$ cat config.mk
export PLATFORM = sky130hd
export DESIGN_NAME = stack_arbiter
export DESIGN_NICKNAME = d
export VERILOG_FILES = /design/src/rtl/stack_arbiter.sv
export SDC_FILE = /design/constraint.sdc
export NUM_CORES = 1
export LEC_CHECK = 0
export CORE_MARGIN = 8
export CORE_UTILIZATION = 40
export DETAILED_ROUTE_END_ITERATION = 10
export GPL_TIMING_DRIVEN = 0
export MAX_ROUTING_LAYER = met4
export PLACE_DENSITY = 0.83
export RECOVER_POWER = 100
export SLEW_MARGIN = 25
export SYNTH_ARGS = -nofsm -noshare
export SYNTH_HDL_FRONTEND = slang
export SYNTH_SLANG_ARGS = --single-unit
$ cat constraint.sdc
create_clock -name CLK -period 2.96 [get_ports CLK]
set_input_delay 0.296 -clock CLK [delete_from_list [all_inputs] [get_ports CLK]]
set_output_delay 0.296 -clock CLK [all_outputs]
set_load 0.1 [all_outputs]
$ cat src/rtl/stack_arbiter.sv
// Two-client round-robin arbiter in front of an external stack (push/pop/get by depth).
// Latency: request sampled at posedge k -> GNT in cycle k+1 -> DONE/ERR/RDATA in cycle k+3.
// Backpressure: one op in flight; clients hold REQ until GNT, requests outside IDLE wait.
module stack_arbiter #(
    parameter int DEPTH = 5,
    parameter int WIDTH = 4
) (
    input  logic             CLK,
    input  logic             RESET,
    input  logic             REQ_A,
    input  logic             REQ_B,
    input  logic [1:0]       CMD_A,
    input  logic [1:0]       CMD_B,
    input  logic [2:0]       IDX_A,
    input  logic [2:0]       IDX_B,
    input  logic [WIDTH-1:0] WDATA_A,
    input  logic [WIDTH-1:0] WDATA_B,
    output logic             GNT_A,
    output logic             GNT_B,
    output logic             DONE_A,
    output logic             DONE_B,
    output logic             ERR_A,
    output logic             ERR_B,
    output logic [WIDTH-1:0] RDATA_A,
    output logic [WIDTH-1:0] RDATA_B,
    output logic [1:0]       STK_COMMAND,
    output logic [2:0]       STK_INDEX,
    output logic [WIDTH-1:0] STK_DOUT,
    output logic             STK_OE,
    input  logic [WIDTH-1:0] STK_DIN,
    output logic             STK_RESET,
    output logic [2:0]       COUNT
);

    localparam logic [1:0] CMD_NOP  = 2'b00;
    localparam logic [1:0] CMD_PUSH = 2'b01;
    localparam logic [1:0] CMD_POP  = 2'b10;
    localparam logic [1:0] CMD_GET  = 2'b11;
    localparam logic [2:0] DEPTH_C  = 3'(DEPTH);

    typedef enum logic [1:0] {S_IDLE, S_ISSUE, S_WAIT, S_DONE} state_t;

    state_t           state_q, state_d;
    logic             win_b_q;     // 1 when the op in flight belongs to client B
    logic             prio_b_q;    // 1 when B wins the next tie
    logic [1:0]       cmd_q;
    logic [2:0]       idx_q;
    logic [WIDTH-1:0] wdata_q;
    logic             legal_q;     // legality decided in ISSUE, used by WAIT/DONE
    logic             stk_rst_q;   // held through the first cycle after reset release
    logic [2:0]       count_q;
    logic             take;
    logic             pick_b;
    logic             legal;
    logic             read_op;

    // A request is taken only in IDLE and never during the stack-clear cycle.
    assign take    = (state_q == S_IDLE) && !stk_rst_q && (REQ_A || REQ_B);
    assign pick_b  = REQ_B && (!REQ_A || prio_b_q);
    assign read_op = (cmd_q == CMD_POP) || (cmd_q == CMD_GET);

    // Legality of the latched op against the current occupancy.
    always_comb begin
        legal = 1'b1;
        case (cmd_q)
            CMD_NOP:  legal = 1'b1;
            CMD_PUSH: legal = (count_q != DEPTH_C);
            CMD_POP:  legal = (count_q != 3'd0);
            CMD_GET:  legal = (idx_q < count_q);
            default:  legal = 1'b1;
        endcase
    end

    // Next-state sequencing and all decoded outputs.
    always_comb begin
        state_d     = state_q;
        GNT_A       = 1'b0;
        GNT_B       = 1'b0;
        DONE_A      = 1'b0;
        DONE_B      = 1'b0;
        ERR_A       = 1'b0;
        ERR_B       = 1'b0;
        STK_COMMAND = CMD_NOP;
        STK_INDEX   = 3'd0;
        STK_DOUT    = '0;
        STK_OE      = 1'b0;
        case (state_q)
            S_IDLE: begin
                if (take) state_d = S_ISSUE;
            end
            S_ISSUE: begin
                state_d = S_WAIT;
                GNT_A   = !win_b_q;
                GNT_B   = win_b_q;
                if (legal) begin
                    STK_COMMAND = cmd_q;
                    STK_INDEX   = idx_q;
                end
                if (legal && (cmd_q == CMD_PUSH)) begin
                    STK_OE   = 1'b1;
                    STK_DOUT = wdata_q;
                end
            end
            S_WAIT: begin
                state_d = S_DONE;
            end
            S_DONE: begin
                state_d = S_IDLE;
                DONE_A  = !win_b_q;
                DONE_B  = win_b_q;
                ERR_A   = !win_b_q && !legal_q;
                ERR_B   = win_b_q && !legal_q;
            end
            default: state_d = S_IDLE;
        endcase
    end

    // State register, request latch, round-robin pointer and occupancy.
    always_ff @(posedge CLK or negedge RESET) begin
        if (!RESET) begin
            state_q   <= S_IDLE;
            win_b_q   <= 1'b0;
            prio_b_q  <= 1'b0;
            cmd_q     <= CMD_NOP;
            idx_q     <= 3'd0;
            wdata_q   <= '0;
            legal_q   <= 1'b0;
            stk_rst_q <= 1'b1;
            count_q   <= 3'd0;
        end else begin
            state_q   <= state_d;
            stk_rst_q <= 1'b0;
            if (take) begin
                win_b_q  <= pick_b;
                prio_b_q <= !pick_b;
                cmd_q    <= pick_b ? CMD_B   : CMD_A;
                idx_q    <= pick_b ? IDX_B   : IDX_A;
                wdata_q  <= pick_b ? WDATA_B : WDATA_A;
            end
            if (state_q == S_ISSUE) begin
                legal_q <= legal;
                if (legal && (cmd_q == CMD_PUSH)) count_q <= count_q + 3'd1;
                if (legal && (cmd_q == CMD_POP))  count_q <= count_q - 3'd1;
            end
        end
    end

    // Result capture for the winner at the end of WAIT; zero unless a legal read.
    always_ff @(posedge CLK or negedge RESET) begin
        if (!RESET) begin
            RDATA_A <= '0;
            RDATA_B <= '0;
        end else if (state_q == S_WAIT) begin
            if (win_b_q) RDATA_B <= (legal_q && read_op) ? STK_DIN : '0;
            else         RDATA_A <= (legal_q && read_op) ? STK_DIN : '0;
        end
    end

    assign STK_RESET = stk_rst_q;
    assign COUNT     = count_q;

endmodule

Yosys cells after proc, flatten, opt, wreduce, memory -nomap -nowiden:

Cells that the tools add are included.

* bits in registers: 26
* bits of input ports: 26
* output and inout bits: 28
* logic and storage cells: 69

* add/subtract/negate cells: 2
* order comparisons: 1
* equal/unequal tests: 8
* muxes and demuxes: 23
* bitwise operators: 1
* reduce and logical (&&, ||, !) cells: 23

Operators with widths (count)
* $mux 4: 4
* $mux 3: 5
* $eq 2x2->1 const B: 4
* $logic_and 1x1->1: 8
* $mux 1: 8
* $mux 2: 4
* $pmux 2 s4: 1
* $reduce_and 2->1: 3
* $logic_not 1->1: 5
* $eq 2x1->1 const B: 2
* $logic_not 2->1: 2
* $pmux 1 s4: 1
* $add 3x1->3 const B: 1
* $logic_or 1x1->1: 3
* $lt 3x3->1: 1
* $ne 3x3->1 const B: 1
* $reduce_bool 3->1: 1
* $sub 3x1->3 const B: 1
* $ne 2x2->1 const B: 1
* $reduce_bool 2->1: 1
* $not 1->1: 1

Depth between registers and ports, before layout:

Gate-level depths: netlist of run 1.

* word-level depth: 5
* depth in mapped cells: 7
* gate-level depth less buffers: 7

Worst setup path before layout of run 1:

Ideal clock, no wire load.

* path type: reg2out
* start: reg count_q[1] (netlist: COUNT[1])
* end: out STK_COMMAND[0]
* arrival time: 3.287 ns
* data required time: 2.664 ns
* setup slack: -0.623 ns
* cell stages (with the launch flop): 7
* path buffers: 0
* cells stage by stage: dfrtp_1 > inv_1 > ha_1 > o21a_1 > o31ai_1 > a32oi_1 > nor2b_1

* cells in the longest elaborated chain, start to end: 4
* elaborated cells between the ends (all ways): 6
* those cells by class: order compare (1); eq/ne (1); mux (3); reduce/logical (1)

Ends and longest elaborated chain
* start, declared: line 51 `logic [2:0] count_q;`
* start signal, assigned: line 142 `if (legal && (cmd_q == CMD_PUSH)) count_q <= count_q + 3'd1;`
* start signal, assigned: line 143 `if (legal && (cmd_q == CMD_POP)) count_q <= count_q - 3'd1;`
* $lt 3x3->1 (tied with other cells): line 69 `CMD_GET: legal = (idx_q < count_q);`
* $pmux 1 s4 *: line 65 `case (cmd_q)`
* $mux 2 *: line 95 `if (legal) begin`
* $mux 2 *: line 87 `case (state_q)`
* end, declared: line 26 `output logic [1:0] STK_COMMAND,`

Mark *: on every way between the ends. The rest lies on a longest branch, timed or not.

Final worst setup path of run 1:

* start: reg state_q[1]
* end: out GNT_B

* cells in the longest elaborated chain, start to end: 2

Ends and longest elaborated chain
* start, declared: line 43 `state_t state_q, state_d;`
* start signal, assigned: line 131 `state_q <= state_d;`
* $eq 2x1->1: line 87
* $mux 1: line 87
* end, declared: line 19 `output logic GNT_B,`

Every way passes these cells.

==> summary.log, run 1 <==
[worst_setup_path] start-to-end type of the worst setup path flop to output pin
[worst_setup_path] worst setup slack for register-to-register paths 1.00 ns
[synthesis] Syn Nets 185
[placement] final RePlAce weighted congestion 0.847
[placement] placed instance count 250
[worst_setup_path] CP required 2.66 ns
[synthesis] Main synth FF type sky130_fd_sc_hd__dfrtp_1
[cells_and_area] final cell count without fillers 255
[synthesis] EDFF count, synth 0
[route] Met2 Routed Length 1640 um
[worst_setup_path] critical path arrival 2.54 ns
[timing] worst-case headroom to the max-slew limit 0.0937
[cells_and_area] footprint of the flip-flops and latches 653 um^2
[floorplan] number of placed I/O pins 54
[route] number of vias in the routed layout 1244
[floorplan] number of cell rows 21
[route] antenna violation net count after detailed routing 0
[cells_and_area] area added between synthesis and finish 44.2%
[cts] buffer cell driving the clock tree root sky130_fd_sc_hd__clkbuf_4
[global_route] GRT Total Usage 0.134
[run] max_cap viols 0
[cts] latest clock arrival within the worst-skew pair 0.32 ns
[route] top layer used by detailed routing met4
[timing] final number of hold-violating endpoints 0
[global_route] grt total ovfl 0
[placement] Setup WS pre-CTS -0.106 ns
[global_route] pin count of the biggest net entering global routing 27
[route] # DRC 0
[timing] setup repair after global routing missed its margin false
[synthesis] fraction of synthesis flops using an asynchronous set or reset pin 1.00
[synthesis] register bit count reported by yosys 26
[global_route] via count of the first global-routing pass 1237
[cts] number of buffers created by CTS 3
[route] Routed wire per std cell 13.5 um
[cells_and_area] most frequent standard cell in the layout excluding fill and tap cells sky130_fd_sc_hd__nand2_1
[cells_and_area] number of nets in the final layout 244
[cells_and_area] multi-input gate area in the final layout 724 um^2
[timing] max-slew violations 0
[timing] share of the clock period used by the worst path 0.957
[worst_setup_path] crit-path max FO 7
[timing] clock period minus final worst setup slack 2.83 ns
[placement] HPWL reported at the end of detailed placement 2770 um
[cts] clock-pin transition on the worst setup and hold timing paths 0.14 ns
[timing] final setup violating endpoints 0
[global_route] antenna violations before repair 0
[floorplan] initial core utilization 0.422
[route] detailed-routed wire length on met3 266 um
[timing] measured slew at the worst slew-check pin 1.36 ns
[synthesis] sequential cell area fraction in the yosys report 0.460
[worst_setup_path] capturing element type of the critical path output pin
[cts] clk buf depth 2
[placement] number of port buffers 53
[timing] clock skew 0.00906 ns
[synthesis] gate count of the mapped netlist 151
[route] count of TritonRoute iterations in the first routing pass 4
[cells_and_area] core utilization of the finished layout 0.608
[worst_setup_path] crit path launch type flop
[synthesis] Unique masters post-synth 33
[route] M1 WL 1490 um
[cells_and_area] count of fill cells added during filler insertion 322
[synthesis] Synth Warn # 0
[cts] number of clock sinks 26
[timing] TNS Setup 0 ns
[floorplan] Die Area 5700 um^2
[route] post-DR vias/cell 4.88
[route] first-iteration detailed-routing DRC count 55
[synthesis] post-synthesis area per instance 9.39 um^2
[min_path] Worst Hold Class flop to flop
[global_route] wire length of the first global-routing pass 5810 um
[cts] maximum level of the CTS H-tree 1
[floorplan] die width 75.5 um
[cells_and_area] antenna diode count 0
[run_status] status finished, final reports clean
[min_path] instance count along the most critical hold path 2
[synthesis] cell area after synthesis 1420 um^2
[timing] slack of the critical path 0.127 ns
[timing] Fmax 0.353 GHz
[cts] clock tree from TritonCTS yes
[worst_setup_path] number of cells on the worst reg-to-reg path 6
[cells_and_area] most frequent cells in the layout sky130_fd_sc_hd__nand2_1, sky130_fd_sc_hd__clkdlybuf4s50_1, sky130_fd_sc_hd__dfrtp_1
[cells_and_area] fraction of layout instances using a drive strength above 1 0.129
[route] Post-Route WL 3430 um
[floorplan] Vert. Die Dim 75.5 um
[floorplan] core area 3360 um^2
==> path summary, 6_finish.rpt <==
check / endpoint / from
max in group asynchronous: COUNT[1]$_DFFE_PN0P_ / RESET
worst max register to register: COUNT[1]$_DFFE_PN0P_ / state_q[1]$_DFFE_PN0P_
worst max-delay path: GNT_B / state_q[1]$_DFFE_PN0P_
worst min-delay path: wdata_q[3]$_DFFE_PN0P_ / wdata_q[3]$_DFFE_PN0P_
min in group asynchronous: RDATA_A[3]$_DFFE_PN0P_ / RESET
worst min register to register: wdata_q[3]$_DFFE_PN0P_ / wdata_q[3]$_DFFE_PN0P_
==> state kept, by name, summed over array words and instances (netlist names) <==
register	flops
legal_q	1
cmd_q	2
COUNT	3
idx_q	3
RDATA_A	4
state_q	2
STK_RESET	1
wdata_q	4
RDATA_B	4
prio_b_q	1
win_b_q	1
==> critical path, stage by stage, from the launching register on <==
cell	delay, ns
sky130_fd_sc_hd__dfrtp_1	0.43
sky130_fd_sc_hd__inv_1	0.13
sky130_fd_sc_hd__ha_1	0.35
sky130_fd_sc_hd__and2_1	0.18
sky130_fd_sc_hd__clkdlybuf4s50_1	1.13
==> cell families (layout without fill, tap and decap cells) <==
group / count (synthesis) / count (layout) / synth area share
AOI/OAI and AO/OA: 36 / 36 / 0.182
xor gates and xnor gates: 1 / 1 / 0.00618
adders and majority gates: 8 / 8 / 0.0759
buffers and inverters: 13 / 71 / 0.0371
DFF: 26 / 26 / 0.460
muxes: 1 / 1 / 0.00706
other: 1 / 1 / 0.00265
and+or+nand+nor: 65 / 65 / 0.229
==> repair_timing <==
item,in CTS,in global routing
hold endpoints to repair,25,0
resized for setup,30,16
setup buffers,0,0
setup endpoints to repair,10,7
hold buffers,1,0
==> synth_stat cells, drive strengths merged (2+ instances only) <==
cell | n | share of area
nand2 | 33 | 0.089
dfrtp | 25 | 0.44
o21ai | 17 | 0.060
a22oi | 9 | 0.048
inv | 8 | 0.021
ha | 7 | 0.062
and2 | 6 | 0.026
and2b | 4 | 0.021
clkbuf | 4 | 0.011
nand2b | 4 | 0.018
nand3 | 4 | 0.014
nor2b | 4 | 0.018
and3 | 3 | 0.013
a21o | 2 | 0.011
nor2 | 2 | 0.0053
nor3b | 2 | 0.011
o31ai | 2 | 0.011
==> layer usage <==
layer	GRT usage	vias to the layer above
met5	-	-
met4	0.0448	0
met3	0.0289	2
met2	0.214	45
met1	0.164	561
li1	-	636
==> metrics by stage <==
step / instance area, um^2 / hold WS (ns)
final: 2040 / 0.478
after detailed placement: 2020 / 0.321
after global routing: 2040 / 0.515
after CTS: 2090 / 0.486
after floorplan: 1430 / 0.000409
after global placement: 2020 / 0.442
==> area by class of cell <==
| class | count | area share |
|---|---|---|
| clock inverters | 1 | 0.0147 |
| plain buffers | 5 | 0.0110 |
| inverters | 8 | 0.0147 |
| flip-flops and latches | 26 | 0.319 |
| repair buffers | 54 | 0.247 |
| clock buffers | 3 | 0.0110 |
| multi-input cells | 112 | 0.354 |
| well taps | 46 | 0.0282 |
Power of run 1 is not shown: default switching activity piles up to over one toggle a cycle in this logic, so the estimate is an artifact.
==> run 2, diff against run 1 <==
--- a/config.mk
+++ b/config.mk
@@ -12,6 +12,7 @@
 export MAX_ROUTING_LAYER = met4
 export PLACE_DENSITY = 0.83
 export RECOVER_POWER = 100
+export SKIP_LAST_GASP = 1
 export SLEW_MARGIN = 25
 export SYNTH_ARGS = -nofsm -noshare
 export SYNTH_HDL_FRONTEND = slang
==> run 2 against run 1 <==
Effect of this change:
- worst hold slack about the same
- first-iteration DRC count unchanged
- non-clock buffer count unchanged
- worst setup slack got worse by 0.034 ns
- clock skew about the same
- register-to-register slack about the same
- critical path type unchanged
==> summary.log, run 2 (synthesis results as in run 1) <==
[run_status] status finished, final reports clean
[floorplan] Vert. Die Dim 75.5 um
[cells_and_area] most frequent standard cell in the layout excluding fill and tap cells sky130_fd_sc_hd__nand2_1
[worst_setup_path] critical path arrival 2.57 ns
[placement] final RePlAce weighted congestion 0.847
[timing] Fmax 0.349 GHz
[cts] clk buf depth 2
[floorplan] number of cell rows 21
[min_path] Worst Hold Class flop to flop
[route] antenna violation net count after detailed routing 0
[cells_and_area] antenna diode count 0
[cts] latest clock arrival within the worst-skew pair 0.32 ns
[timing] final setup violating endpoints 0
[worst_setup_path] CP required 2.66 ns
[cells_and_area] multi-input gate area in the final layout 724 um^2
[cts] number of buffers created by CTS 3
[floorplan] core area 3360 um^2
[cells_and_area] Finished Cell Area 2050 um^2
[cts] post-CTS setup buffer count 0
[timing] share of the clock period used by the worst path 0.968
[cells_and_area] most frequent cells in the layout sky130_fd_sc_hd__nand2_1, sky130_fd_sc_hd__clkdlybuf4s50_1, sky130_fd_sc_hd__dfrtp_1
[global_route] pin count of the biggest net entering global routing 27
[timing] clock skew 0.00900 ns
[global_route] via count of the first global-routing pass 1237
[route] first-iteration detailed-routing DRC count 55
[cts] buffer cell driving the clock tree root sky130_fd_sc_hd__clkbuf_4
[cells_and_area] area added between synthesis and finish 44.9%
[placement] area after detailed placement 2020 um^2
[route] post-DR vias/cell 4.88
[cells_and_area] number of nets in the final layout 244
[timing] max-slew violations 0
[cells_and_area] Top Registers RDATA_A (4), RDATA_B (4), wdata_q (4)
[cts] clock-pin transition on the worst setup and hold timing paths 0.14 ns
[placement] Setup WS pre-CTS -0.106 ns
[worst_setup_path] capturing element type of the critical path output pin
[timing] measured slew at the worst slew-check pin 1.36 ns
[floorplan] Die Area 5700 um^2
[cts] number of clock sinks 26
[cells_and_area] count of fill cells added during filler insertion 319
[cts] clock tree from TritonCTS yes
[cells_and_area] footprint of the flip-flops and latches 653 um^2
[route] Routed wire per std cell 13.4 um
[route] count of TritonRoute iterations in the first routing pass 4
[timing] slack of the critical path 0.0933 ns
[placement] HPWL reported at the end of detailed placement 2770 um
[floorplan] initial core utilization 0.422
[worst_setup_path] crit path launch type flop
[run] max_cap viols 0
[timing] clock period minus final worst setup slack 2.87 ns
[route] Post-Route WL 3430 um
[floorplan] number of placed I/O pins 54
[floorplan] die width 75.5 um
[global_route] grt total ovfl 0
[route] number of vias in the routed layout 1244
[cts] maximum level of the CTS H-tree 1
[timing] final number of hold-violating endpoints 0
[timing] TNS Setup 0 ns
[timing] setup repair after global routing missed its margin true
[global_route] GRT Total Usage 0.134
[worst_setup_path] crit-path max FO 7
[timing] worst-case headroom to the max-slew limit 0.0936
[cells_and_area] fraction of layout instances using a drive strength above 1 0.129
[global_route] antenna violations before repair 0
[placement] number of port buffers 53
[global_route] wire length of the first global-routing pass 5810 um
[route] # DRC 0
[worst_setup_path] start-to-end type of the worst setup path flop to output pin
[cells_and_area] core utilization of the finished layout 0.611
## run 2: cell types whose count changed in the layout (fill, tap and decap cells not counted), sizes merged
cell	change
clkbuf	-3
buf	+2
clkdlybuf4s15	+4
clkdlybuf4s18	-3
## run 2: area by class of cell
cell class	count	share of cell area
repair buffers	54	0.250
flip-flops and latches	26	0.318
well taps	46	0.0280
inverters	8	0.0146
plain buffers	5	0.0110
clock buffers	3	0.0110
clock inverters	1	0.0146
multi-input cells	112	0.353
## run 2: critical path, cell delays in order (launching register included)
cell and delay, ns:
sky130_fd_sc_hd__dfrtp_1 0.43, sky130_fd_sc_hd__inv_1 0.13, sky130_fd_sc_hd__ha_1 0.35, sky130_fd_sc_hd__nand2_2 0.13, sky130_fd_sc_hd__nor3b_1 0.23, sky130_fd_sc_hd__a32oi_2 0.16
sky130_fd_sc_hd__and2b_1 0.26, sky130_fd_sc_hd__clkdlybuf4s15_2 0.55
## run 2: path summary, 6_finish.rpt
path                                         from                endpoint  slack, ns  cells past startpoint
max                        state_q[1]$_DFFE_PN0P_            STK_INDEX[2]       0.09                      7
min                        wdata_q[3]$_DFFE_PN0P_  wdata_q[3]$_DFFE_PN0P_       0.48                      2
max reg2reg                state_q[1]$_DFFE_PN0P_    COUNT[1]$_DFFE_PN0P_       1.00                      6
min reg2reg                wdata_q[3]$_DFFE_PN0P_  wdata_q[3]$_DFFE_PN0P_       0.48                      2
max in group asynchronous                   RESET    COUNT[1]$_DFFE_PN0P_       1.27                      2
min in group asynchronous                   RESET  RDATA_A[3]$_DFFE_PN0P_       0.80                      2
## run 2: routing by layer
layer  wire (um)  global-route usage  vias up
met1        1490               0.164      561
met2        1640               0.214       45
met5           0                   -        -
li1            -                   -      636
met3         267              0.0289        2
met4          34              0.0448        0
## run 2: stage by stage
step	hold WS, ns	instances
2_1_floorplan	0.000409	151
3_3_place_gp	0.442	250
3_5_place_dp	0.321	250
4_1_cts	0.486	255
5_1_grt	0.515	255
6_report	0.478	255
## run 2: repair_timing
item	CTS	global route
gates resized for setup	30	11
hold buffers	1	0
cloned	0	0
setup endpoints to repair	10	7
endpoints found under the hold margin	25	0
Power of run 2 is left out for the same reason.
==> run 3, diff against run 2 <==
--- a/config.mk
+++ b/config.mk
@@ -9,7 +9,6 @@
 export CORE_UTILIZATION = 40
 export DETAILED_ROUTE_END_ITERATION = 10
 export GPL_TIMING_DRIVEN = 0
-export MAX_ROUTING_LAYER = met4
 export PLACE_DENSITY = 0.83
 export RECOVER_POWER = 100
 export SKIP_LAST_GASP = 1
==> run 3 against run 2 <==
Effect of this change:
- sequential share of layout area unchanged
- clock skew hardly changed
- worst setup slack about the same
- worst hold slack stayed put
- critical path type unchanged
- largest cell class unchanged
==> summary.log, run 3 (synthesis results as in run 1) <==
[run_status] status finished, final reports clean
[route] post-DR vias/cell 4.88
[cts] clock tree from TritonCTS yes
[route] count of TritonRoute iterations in the first routing pass 4
[worst_setup_path] worst setup slack for register-to-register paths 1.00 ns
[placement] placed instance count 250
[cts] number of buffers created by CTS 3
[timing] worst-case headroom to the max-slew limit 0.0940
[cts] buffer cell driving the clock tree root sky130_fd_sc_hd__clkbuf_4
[cts] clock-pin transition on the worst setup and hold timing paths 0.14 ns
[floorplan] die width 75.5 um
[cells_and_area] number of nets in the final layout 244
[timing] clock skew 0.00870 ns
[worst_setup_path] slowest cell on the critical path sky130_fd_sc_hd__clkdlybuf4s15_2
[global_route] wire length of the first global-routing pass 5800 um
[route] number of vias in the routed layout 1244
[worst_setup_path] crit path launch type flop
[timing] Fmax 0.349 GHz
[worst_setup_path] worst reg2reg startpoint state_q[1]$_DFFE_PN0P_
[floorplan] number of cell rows 21
[min_path] instance count along the most critical hold path 2
[route] # DRC 0
[cells_and_area] Finished Cell Area 2050 um^2
[run] max_cap viols 0
[cells_and_area] final cell count without fillers 255
[global_route] grt total ovfl 0
[global_route] pin count of the biggest net entering global routing 27
[cts] latest clock arrival within the worst-skew pair 0.32 ns
[worst_setup_path] critical path arrival 2.57 ns
[global_route] GRT Total Usage 0.130
[timing] max-slew violations 0
[min_path] Worst Hold Class flop to flop
[worst_setup_path] number of cells on the worst reg-to-reg path 6
[cells_and_area] most frequent cells in the layout sky130_fd_sc_hd__nand2_1, sky130_fd_sc_hd__clkdlybuf4s50_1, sky130_fd_sc_hd__dfrtp_1
[worst_setup_path] endpoint of the worst-slack reg-to-reg timing path COUNT[1]$_DFFE_PN0P_
[worst_setup_path] cell-by-cell listing of the critical path inv_1 -> ha_1 -> nand2_2 -> nor3b_1 -> a32oi_2 -> and2b_1 -> clkdlybuf4s15_2
[timing] final number of hold-violating endpoints 0
[cells_and_area] antenna diode count 0
[min_path] worst min-delay path startpoint wdata_q[3]$_DFFE_PN0P_
[route] Post-Route WL 3430 um
[worst_setup_path] start-to-end type of the worst setup path flop to output pin
[worst_setup_path] CP required 2.66 ns
[placement] final RePlAce weighted congestion 0.834
[timing] clock period minus final worst setup slack 2.87 ns
[worst_setup_path] CP bufs+invs 2
[floorplan] initial core utilization 0.422
[min_path] worst-case hold path end point wdata_q[3]$_DFFE_PN0P_
[placement] number of port buffers 53
[timing] measured slew at the worst slew-check pin 1.36 ns
[worst_setup_path] Crit path largest cell delay 0.55 ns
[timing] share of the clock period used by the worst path 0.968
[cells_and_area] fraction of layout instances using a drive strength above 1 0.129
[floorplan] Die Area 5700 um^2
[worst_setup_path] crit-path max FO 7
[timing] final setup violating endpoints 0
[cts] post-CTS setup buffer count 0
[floorplan] number of placed I/O pins 54
[cts] number of clock sinks 26
[placement] area after detailed placement 2020 um^2
[placement] HPWL reported at the end of detailed placement 2770 um
[worst_setup_path] cell family with the largest share of critical-path delay buffers and inverters
[floorplan] core area 3360 um^2
[global_route] antenna violations before repair 0
[floorplan] Vert. Die Dim 75.5 um
[route] antenna violation net count after detailed routing 0
[cells_and_area] Top Registers RDATA_A (4), RDATA_B (4), wdata_q (4)
[cells_and_area] area added between synthesis and finish 44.9%
[route] first-iteration detailed-routing DRC count 55
[route] Routed wire per std cell 13.5 um
[cts] clk buf depth 2
[timing] setup repair after global routing missed its margin true
[worst_setup_path] capturing element type of the critical path output pin
[cells_and_area] most frequent standard cell in the layout excluding fill and tap cells sky130_fd_sc_hd__nand2_1
[cts] maximum level of the CTS H-tree 1
[global_route] via count of the first global-routing pass 1237
[timing] worst hold margin 0.478 ns
[timing] TNS Setup 0 ns
-- run 3: layer usage --
layer / vias up / GRT usage / wire, um
li1: 636 / - / -
met1: 561 / 0.162 / 1480
met2: 45 / 0.214 / 1630
met3: 2 / 0.0316 / 281
met4: 0 / 0.0448 / 36
met5: - / 0 / 0
-- run 3: cell type report --
type	count	area (um^2)
Fill cell	319	1310
Multi-Input combinational cell	112	724
Sequential cell	26	653
Timing Repair Buffer	54	514
Tap cell	46	57.6
Clock inverter	1	30.0
Inverter	8	30.0
Clock buffer	3	22.5
Buffer	5	22.5
-- run 3: worst max path at each step --
stage	startpoint	endpoint	slack, ns	cells past startpoint
after floorplan	COUNT[1]$_DFFE_PN0P_	STK_DOUT[0]	0.03	3
after global placement	state_q[1]$_DFFE_PN0P_	STK_INDEX[2]	-0.06	7
after detailed placement	state_q[1]$_DFFE_PN0P_	STK_INDEX[2]	-0.11	7
after CTS	state_q[1]$_DFFE_PN0P_	GNT_A	0.03	5
after global routing	state_q[1]$_DFFE_PN0P_	STK_INDEX[2]	-0.09	7
final	state_q[1]$_DFFE_PN0P_	STK_INDEX[2]	0.09	7
-- run 3: tightest hold or removal path: stages, from the launching register on --
cell and delay [ns]:
sky130_fd_sc_hd__dfrtp_1 0.37, sky130_fd_sc_hd__nand2_1 0.05, sky130_fd_sc_hd__nand2_1 0.04
-- run 3: timing repair --
item / in CTS / in global routing
gates cloned: 0 / 0
hold buffers: 1 / 0
gates resized for setup: 30 / 11
endpoints found under the hold margin: 25 / 0
endpoints found under the setup margin: 10 / 7
-- run 3: stage by stage --
stage | setup WS [ns] | utilization
3_3_place_gp | -0.0564 | 0.601
6_report | 0.0933 | 0.611
2_1_floorplan | 0.0335 | -
3_5_place_dp | -0.106 | 0.600
5_1_grt | -0.0927 | 0.611
4_1_cts | 0.0293 | 0.622
Power of run 3 is left out for the same reason.
